### config.mk
export PLATFORM = sky130hd
export DESIGN_NAME = instr_loader
export DESIGN_NICKNAME = d
export VERILOG_FILES = /design/src/rtl/riscv_pkg.sv /design/src/rtl/instr_word_assembler.sv /design/src/rtl/instr_loader.sv
export SDC_FILE = /design/constraint.sdc
export NUM_CORES = 1
export LEC_CHECK = 0
export BUFFER_PORTS_ARGS = -buffer_cell sky130_fd_sc_hd__buf_2
export CORE_UTILIZATION = 45
export CTS_CLUSTER_DIAMETER = 200
export CTS_CLUSTER_SIZE = 12
export DETAILED_ROUTE_END_ITERATION = 16
export GPL_ROUTABILITY_DRIVEN = 0
export PLACE_DENSITY = 0.66
export SYNTH_ARGS = -nofsm -noshare
export SYNTH_HDL_FRONTEND = slang
export SYNTH_SLANG_ARGS = --single-unit
### constraint.sdc
create_clock -name clk -period 5.1 [get_ports clk]
set_clock_uncertainty 0.2 [all_clocks]
set_input_delay 0.255 -clock clk [delete_from_list [all_inputs] [get_ports clk]]
set_output_delay 0.255 -clock clk [all_outputs]
set_load 0.005 [all_outputs]
### src/rtl/riscv_pkg.sv
// riscv_pkg: opcode constants shared with the decoder and the instruction-loader state enum.
package riscv_pkg;

    localparam logic [6:0] OPC_LOAD = 7'b0000011;
    localparam logic [6:0] OPC_OP   = 7'b0110011;

    typedef enum logic [2:0] {IDLE, LEN0, LEN1, DATA, DONE, ERROR} ld_state_e;

    function automatic logic opc_supported(input logic [6:0] opc);
        return (opc == OPC_LOAD) || (opc == OPC_OP);
    endfunction

endpackage

### src/rtl/instr_word_assembler.sv
// instr_word_assembler: packs four bytes little-endian into a 32-bit word.
// A partial word is held across input gaps until clr_i or reset.
module instr_word_assembler (
    input  logic        clk,
    input  logic        reset,
    input  logic        clr_i,
    input  logic        en_i,
    input  logic [7:0]  byte_i,
    output logic [31:0] word_o,
    output logic        word_done_o
);

    logic [1:0]  idx_q, idx_d;
    logic [23:0] sr_q, sr_d;

    // The 4th byte goes straight into the top lane, so the word is ready on its accept edge.
    always_comb begin
        idx_d = clr_i ? 2'd0 : en_i ? idx_q + 2'd1 : idx_q;
        sr_d  = clr_i ? 24'd0 : en_i ? {byte_i, sr_q[23:8]} : sr_q;
    end

    assign word_o      = {byte_i, sr_q};
    assign word_done_o = en_i && (idx_q == 2'd3);

    always_ff @(posedge clk) begin
        if (reset) begin
            idx_q <= 2'd0;
            sr_q  <= 24'd0;
        end else begin
            idx_q <= idx_d;
            sr_q  <= sr_d;
        end
    end

endmodule

### src/rtl/instr_loader.sv
// instr_loader: length-prefixed byte stream to sequential instruction-memory writes.
// Optional macro INSTR_LOADER_OPCODE_CHECK_EN flags words with unsupported opcodes.
module instr_loader
    import riscv_pkg::*;
#(
    parameter int ADDR_WIDTH = 6
) (
    input  logic                  clk,
    input  logic                  reset,
    input  logic                  start,
    input  logic                  in_valid,
    input  logic [7:0]            in_data,
    output logic                  in_ready,
    output logic                  imem_WE,
    output logic [ADDR_WIDTH-1:0] imem_WA,
    output logic [31:0]           imem_WD,
    output logic                  core_hold,
    output logic                  done,
    output logic                  error,
    output logic                  err_opcode
);

    ld_state_e             state_q, state_d;
    logic [15:0]           cnt_q, cnt_d;
    logic [ADDR_WIDTH:0]   wcnt_q, wcnt_d;
    logic                  we_q;
    logic [ADDR_WIDTH-1:0] wa_q;
    logic [31:0]           wd_q;
    logic                  accept, hon_start, word_done, all_written;
    logic [31:0]           word;
    logic [15:0]           len;

    assign all_written = (16'(wcnt_q) == cnt_q);
    // in_ready drops during the final write cycle, before the state leaves DATA.
    assign in_ready    = (state_q == LEN0) || (state_q == LEN1) || ((state_q == DATA) && !all_written);
    assign accept      = in_valid && in_ready;
    assign hon_start   = start && ((state_q == IDLE) || (state_q == ERROR));
    assign len         = {in_data, cnt_q[7:0]};
    assign core_hold   = (state_q == LEN0) || (state_q == LEN1) || (state_q == DATA) || (state_q == ERROR);
    assign done        = (state_q == DONE);
    assign error       = (state_q == ERROR);
    assign imem_WE     = we_q;
    assign imem_WA     = wa_q;
    assign imem_WD     = wd_q;

    instr_word_assembler u_asm (
        .clk         (clk),
        .reset       (reset),
        .clr_i       (hon_start),
        .en_i        (accept && (state_q == DATA)),
        .byte_i      (in_data),
        .word_o      (word),
        .word_done_o (word_done)
    );

    always_comb begin
        state_d = state_q;
        cnt_d   = cnt_q;
        wcnt_d  = hon_start ? '0 : word_done ? wcnt_q + 1'b1 : wcnt_q;
        case (state_q)
            IDLE, ERROR: state_d = start ? LEN0 : state_q;
            LEN0: begin
                cnt_d[7:0] = accept ? in_data : cnt_q[7:0];
                state_d    = accept ? LEN1 : LEN0;
            end
            LEN1: begin
                cnt_d[15:8] = accept ? in_data : cnt_q[15:8];
                state_d     = !accept ? LEN1 : (len == 16'd0) ? DONE :
                              (32'(len) > (32'd1 << ADDR_WIDTH)) ? ERROR : DATA;
            end
            DATA:    state_d = all_written ? DONE : DATA;
            DONE:    state_d = IDLE;
            default: state_d = IDLE;
        endcase
    end

    always_ff @(posedge clk) begin
        if (reset) begin
            state_q <= IDLE;
            cnt_q   <= 16'd0;
            wcnt_q  <= '0;
            we_q    <= 1'b0;
            wa_q    <= '0;
            wd_q    <= 32'd0;
        end else begin
            state_q <= state_d;
            cnt_q   <= cnt_d;
            wcnt_q  <= wcnt_d;
            we_q    <= word_done;
            wa_q    <= word_done ? wcnt_q[ADDR_WIDTH-1:0] : wa_q;
            wd_q    <= word_done ? word : wd_q;
        end
    end

`ifdef INSTR_LOADER_OPCODE_CHECK_EN
    logic err_opc_q;

    always_ff @(posedge clk) begin
        if (reset || hon_start)
            err_opc_q <= 1'b0;
        else if (word_done && !opc_supported(word[6:0]))
            err_opc_q <= 1'b1;
    end

    assign err_opcode = err_opc_q;
`else
    assign err_opcode = 1'b0;
`endif

endmodule
* Word-level counts from Yosys, hierarchy flattened
Index checks and enable logic that the tools add are counted. W data, S select, Z words.
Cells by class: add/subtract/negate cells 2, order comparisons 1, equality and inequality tests 8, multiplexer cells 7, reductions and logical operators 17
Operators with widths (number):
- $eq A7 B16 Y1 | 1
- $gt A16 B7 Y1 const B | 1
- $logic_not A16 Y1 | 1
- $mux W3 | 5
- $pmux W3 S4 | 1
- $add A7 B1 Y7 const B | 1
- $eq A3 B2 Y1 const B | 2
- $eq A3 B3 Y1 const B | 2
- $logic_and A1 B1 Y1 | 5
- $logic_or A1 B1 Y1 | 5
- $reduce_and A2 Y1 | 2
- $reduce_or A2 Y1 | 2
- $eq A3 B1 Y1 const B | 1
- $logic_not A3 Y1 | 1
- $add A2 B1 Y2 const B | 1
- $eq A2 B2 Y1 const B | 1
- $mux W2 | 1
- $ne A2 B2 Y1 const B | 1
- $logic_not A1 Y1 | 1
Word-level totals: flip-flop bits (word level) 91, input port bits 12, output and inout bits 44, logic and storage cells 44

* Longest topological paths before layout
word-level depth 7, mapped depth 8, mapped depth without buffers 5

* By module
Synthesis repeated with hierarchy kept, for this count alone.
Unflattened totals: cells, all modules 385, area total of the unflattened synthesis 3687.3 sq um
By module, submodules not included:
- instr_loader | times used 1, cells an instance 290, area an instance 2647.5 sq um, sequential area each 1301.2 sq um
- instr_word_assembler | times used 1, cells an instance 95, area an instance 1039.7 sq um, sequential area each 520.5 sq um

* Worst setup path after synthesis
No wires, ideal clock.
kind reg-to-reg, start register cnt_q[11], end register wd_q[0] (netlist: imem_WD[0]), library setup time 0.128 ns, arrival time 1.730 ns, required time 4.772 ns, path slack 3.042 ns, cell stages (with the launch flop) 8, buffers on the path 2, clock period less this slack 2.058 ns, cells stage by stage dfxtp_1 -> or3_1 -> nor4_4 -> a31o_1 -> buf_6 -> buf_12 -> mux2i_1 -> nor2_1
On the way: longest elaborated chain between the ends 7
Ends and longest elaborated chain:
- start: declaration | line instr_loader.sv:24 | logic [15:0] cnt_q, cnt_d;
- start signal: assignment | line instr_loader.sv:87 | cnt_q <= cnt_d;
- $eq A7 B16 Y1 | line instr_loader.sv:33 | assign all_written = (16'(wcnt_q) == cnt_q);
- $logic_not A1 Y1 | line instr_loader.sv:35 | assign in_ready = (state_q == LEN0) || (state_q == LEN1) || ((state_q == DATA) && !all_written);
- $logic_and A1 B1 Y1 | line instr_loader.sv:35
- $logic_or A1 B1 Y1 | line instr_loader.sv:35
- $logic_and A1 B1 Y1 | line instr_loader.sv:36 | assign accept = in_valid && in_ready;
- $logic_and A1 B1 Y1 | line instr_loader.sv:50 | .en_i (accept && (state_q == DATA)),
- $logic_and A1 B1 Y1 | line instr_word_assembler.sv:23 | assign word_done_o = en_i && (idx_q == 2'd3);
- end signal: assignment | line instr_loader.sv:91 | wd_q <= word_done ? word : wd_q;
- end: declaration | line instr_loader.sv:28 | logic [31:0] wd_q;
Every way passes these cells. A chain may end at the register's enable or synchronous reset.

* Worst setup path after layout
start register wcnt_q[2], end register wd_q[6] (netlist: imem_WD[6])
On the way: longest elaborated chain between the ends 7
Ends and longest elaborated chain:
- start: declaration | line instr_loader.sv:25 | logic [ADDR_WIDTH:0] wcnt_q, wcnt_d;
- start signal: assignment | line instr_loader.sv:88 | wcnt_q <= wcnt_d;
- $eq A7 B16 Y1 | line instr_loader.sv:33
- $logic_not A1 Y1 | line instr_loader.sv:35
- $logic_and A1 B1 Y1 | line instr_loader.sv:35
- $logic_or A1 B1 Y1 | line instr_loader.sv:35
- $logic_and A1 B1 Y1 | line instr_loader.sv:36
- $logic_and A1 B1 Y1 | line instr_loader.sv:50
- $logic_and A1 B1 Y1 | line instr_word_assembler.sv:23
Every way passes these cells.

==> summary.md <==
| Metric | Value |
|---|---|
| Die Ht | 92.2 microns |
| Seq cells post-synth | 91 |
| Post-route DRC | 0 |
| Synth Area per Inst | 9.05 sq um |
| Max-cap viol count | 0 |
| First-pass GRT wire length | 13000 microns |
| Post-DP Area | 3960 sq um |
| Ys flop type | dfxtp_1 |
| CTS max path bufs | 2 |
| Input/output buffers | 54 |
| Initial antenna violation count | 0 |
| Data arrival, critical path | 2.64 ns |
| Floorplan core area | 7810 sq um |
| Worst skew pair latency | 0.35 ns |
| Sequential element share of the synthesized area | 49.7% |
| Hold path endpoint | state_q[0] |
| Layout cell share with drive strength beyond 1 | 17.1% |
| WHS | 0.0287 ns |
| Number of global-route vias before repair | 2578 |
| CTS Sinks | 91 |
| GR Util met1 | 27.1% |
| Antenna Nets Post-Route | 0 |
| Final instance area | 4220 sq um |
| CP Capture Type | flip-flop |
| Slew margin rel. | 19.3% |
| Synthesis-to-layout area growth | 15.2% |
| Fin crit share | 51.5% |
| Global-route layer with the greatest usage | met2 |
| Hold_sp | start |
| RSZ-0062 raised after global routing | false |
| Pwr dens | 301 nW/um^2 |
| Starting DRT DRC Count | 224 |
| Row Count | 32 |
| Syn Inst Count | 405 |
| Post-synth net total | 419 |
| Largest net degree at the start of global routing | 62 |
| Total die area | 8510 sq um |
| Post-route insts no fill | 559 |
| Post-Route WL | 7700 microns |
| CTS H-tree lvls | 3 |
| Final setup viols | 0 |
| Yosys cell types | 41 |
| Hold Crit Class | input pin to flip-flop |
| Clock transition at path regs | 0.09 ns |
| Slowest cell on crit path | a31o_1 |
| Commonest non-fill, non-tap cell in the layout | dfxtp_1 |
| Vias per cell | 5.08 |
| Setup Fix Bufs, Post-CTS | 0 |
| Hpwl dp | 5230 microns |
| Post-Synthesis Cell Area | 3660 sq um |
| Status | finished clean |
| Post-synth EDFFs | 0 |
| Die X | 92.2 microns |
| Placed cells | 536 |
| Worst r2r path cells | 5 |
| Initial Util | 46.9% |
| WS Path Type | flip-flop to flip-flop |
| Pre-Repair DR Iteration Count | 4 |
| IO Pins | 56 |
| DR WL/cell | 13.8 microns |
| Fillers | 741 |
| YS warnings | 0 |
| Most frequent cells in the layout | dfxtp_1, buf_2, nor2_1 |
| Leak | 1.69 nW |
| # diodes | 0 |
| Fin Setup TNS | 0 ns |
| Vias | 2837 |
| CP Launch Type | flip-flop |
| Fin nets | 466 |
| Grt met3 use | 2.90% |
| WP data required | 5.11 ns |
| Clock Root Buffer | clkbuf_8 |
| Hold path cells | 3 |
| Largest stage delay, worst path | 0.75 ns |
| Ys async rst share | 0% |
| Overflow after GRT | 0 |
| Total CTS buffers | 9 |
| GRT Total Usage | 19.5% |
| Fmax | 380 MHz |
| Cell chain of the critical path | xor2_1 -> nor4_2 -> a31o_1 -> mux2i_1 -> nor2_1 |
| CTS tree | built |
| Hold-fix buffers, CTS | 7 |
| Maximum VDD drop | 0.000166 V |
| Worst-margin pin slew | 1.21 ns |
| FF-to-FF End | imem_WD[6] |
| Reg2reg start | wcnt_q[2] |
| Post_cts resized | 0 |
| M2 GR Usage | 30.0% |
| Tmin final | 2.63 ns |
| Max-slew violation count | 0 |
| Worst-path fanout max | 19 |
| Fin. Hold Viols | 0 |
| R2r setup slk | 2.47 ns |
## per-stage QoR
stage	worst slack [ns]	total power [mW]	util [%]
floorplan	3.04	0.784	-
global placement	2.53	0.806	50.7
detailed placement	2.45	0.807	50.7
CTS	2.43	1.29	54.1
global route	2.28	1.32	54.1
finish	2.47	1.27	54.1
## cell families after synthesis
family	synth area share [%]
muxes	12.6
DFF	49.7
xor gates and xnor gates	2.63
and+or+nand+nor	19.7
AOI/OAI and AO/OA	10.1
other	0.102
buffers and inverters	4.44
adders and majority gates	0.683
## routing by layer
| layer | vias to the layer above | wire [microns] |
|---|---|---|
| li1 | 1476 | - |
| met4 | 0 | 46 |
| met5 | - | 0 |
| met1 | 1298 | 3790 |
| met3 | 5 | 388 |
| met2 | 58 | 3480 |
## synthesized netlist by cell type (all sizes together), types with 2 or more instances
cell type | n | area [sq um]
a21oi | 17 | 85.1
dfxtp | 91 | 1820
nor4 | 4 | 46.3
nand2 | 48 | 180
mux2i | 46 | 460
o21ai | 36 | 180
ha | 2 | 25.0
a21o | 2 | 15.0
nor2 | 53 | 199
xor2 | 7 | 61.3
nand3 | 32 | 160
clkbuf | 16 | 60.1
or3 | 6 | 37.5
xnor2 | 4 | 35.0
a31oi | 3 | 33.8
nor3 | 4 | 31.3
nor2b | 2 | 12.5
or4 | 3 | 22.5
inv | 5 | 18.8
buf | 11 | 83.8
## power breakdown
part           leakage (nW)  switching (mW)  internal [mW]
Combinational         0.866          0.0502         0.0246
Clock                0.0927           0.251          0.227
Sequential            0.733         0.00529          0.714
Total                  1.69           0.307          0.965
## how the worst max path moves through the flow
| stage | from | endpoint | cells after the start |
|---|---|---|---|
| after floorplan | cnt_q[11] | imem_WD[0] | 7 |
| after global routing | wcnt_q[2] | imem_WD[6] | 5 |
| after detailed placement | wcnt_q[2] | imem_WD[6] | 5 |
| final | wcnt_q[2] | imem_WD[6] | 5 |
| after global placement | wcnt_q[2] | imem_WD[23] | 5 |
| after CTS | wcnt_q[2] | imem_WD[6] | 5 |
## final cells by class
| type | instances | area [sq um] | share of cell area [%] |
|---|---|---|---|
| Clock inverter | 6 | 63.8 | 1.51 |
| Clock buffer | 10 | 128 | 3.02 |
| Inverter | 5 | 18.8 | 0.445 |
| Sequential cell | 91 | 1820 | 43.2 |
| Timing Repair Buffer | 63 | 355 | 8.42 |
| Multi-Input combinational cell | 282 | 1710 | 40.4 |
| Tap cell | 102 | 128 | 3.02 |
## flip-flops by register name, indices dropped and copies added, names as in the netlist
name and flops:
wcnt_q 7, cnt_q 16, u_asm.sr_q 24, imem_WA 6, state_q 3, imem_WD 32
u_asm.idx_q 2, imem_WE 1
## worst max-delay path: cells and delay by family (launching register included)
family / cells / cell delay, ns
AO/OA/AOI/OAI: 1 / 0.75
flip-flops: 1 / 0.36
AND/OR/NAND/NOR: 2 / 0.72
multiplexers: 1 / 0.27
XOR/XNOR: 1 / 0.18
No activity file was read; power rests on OpenSTA's default activity.
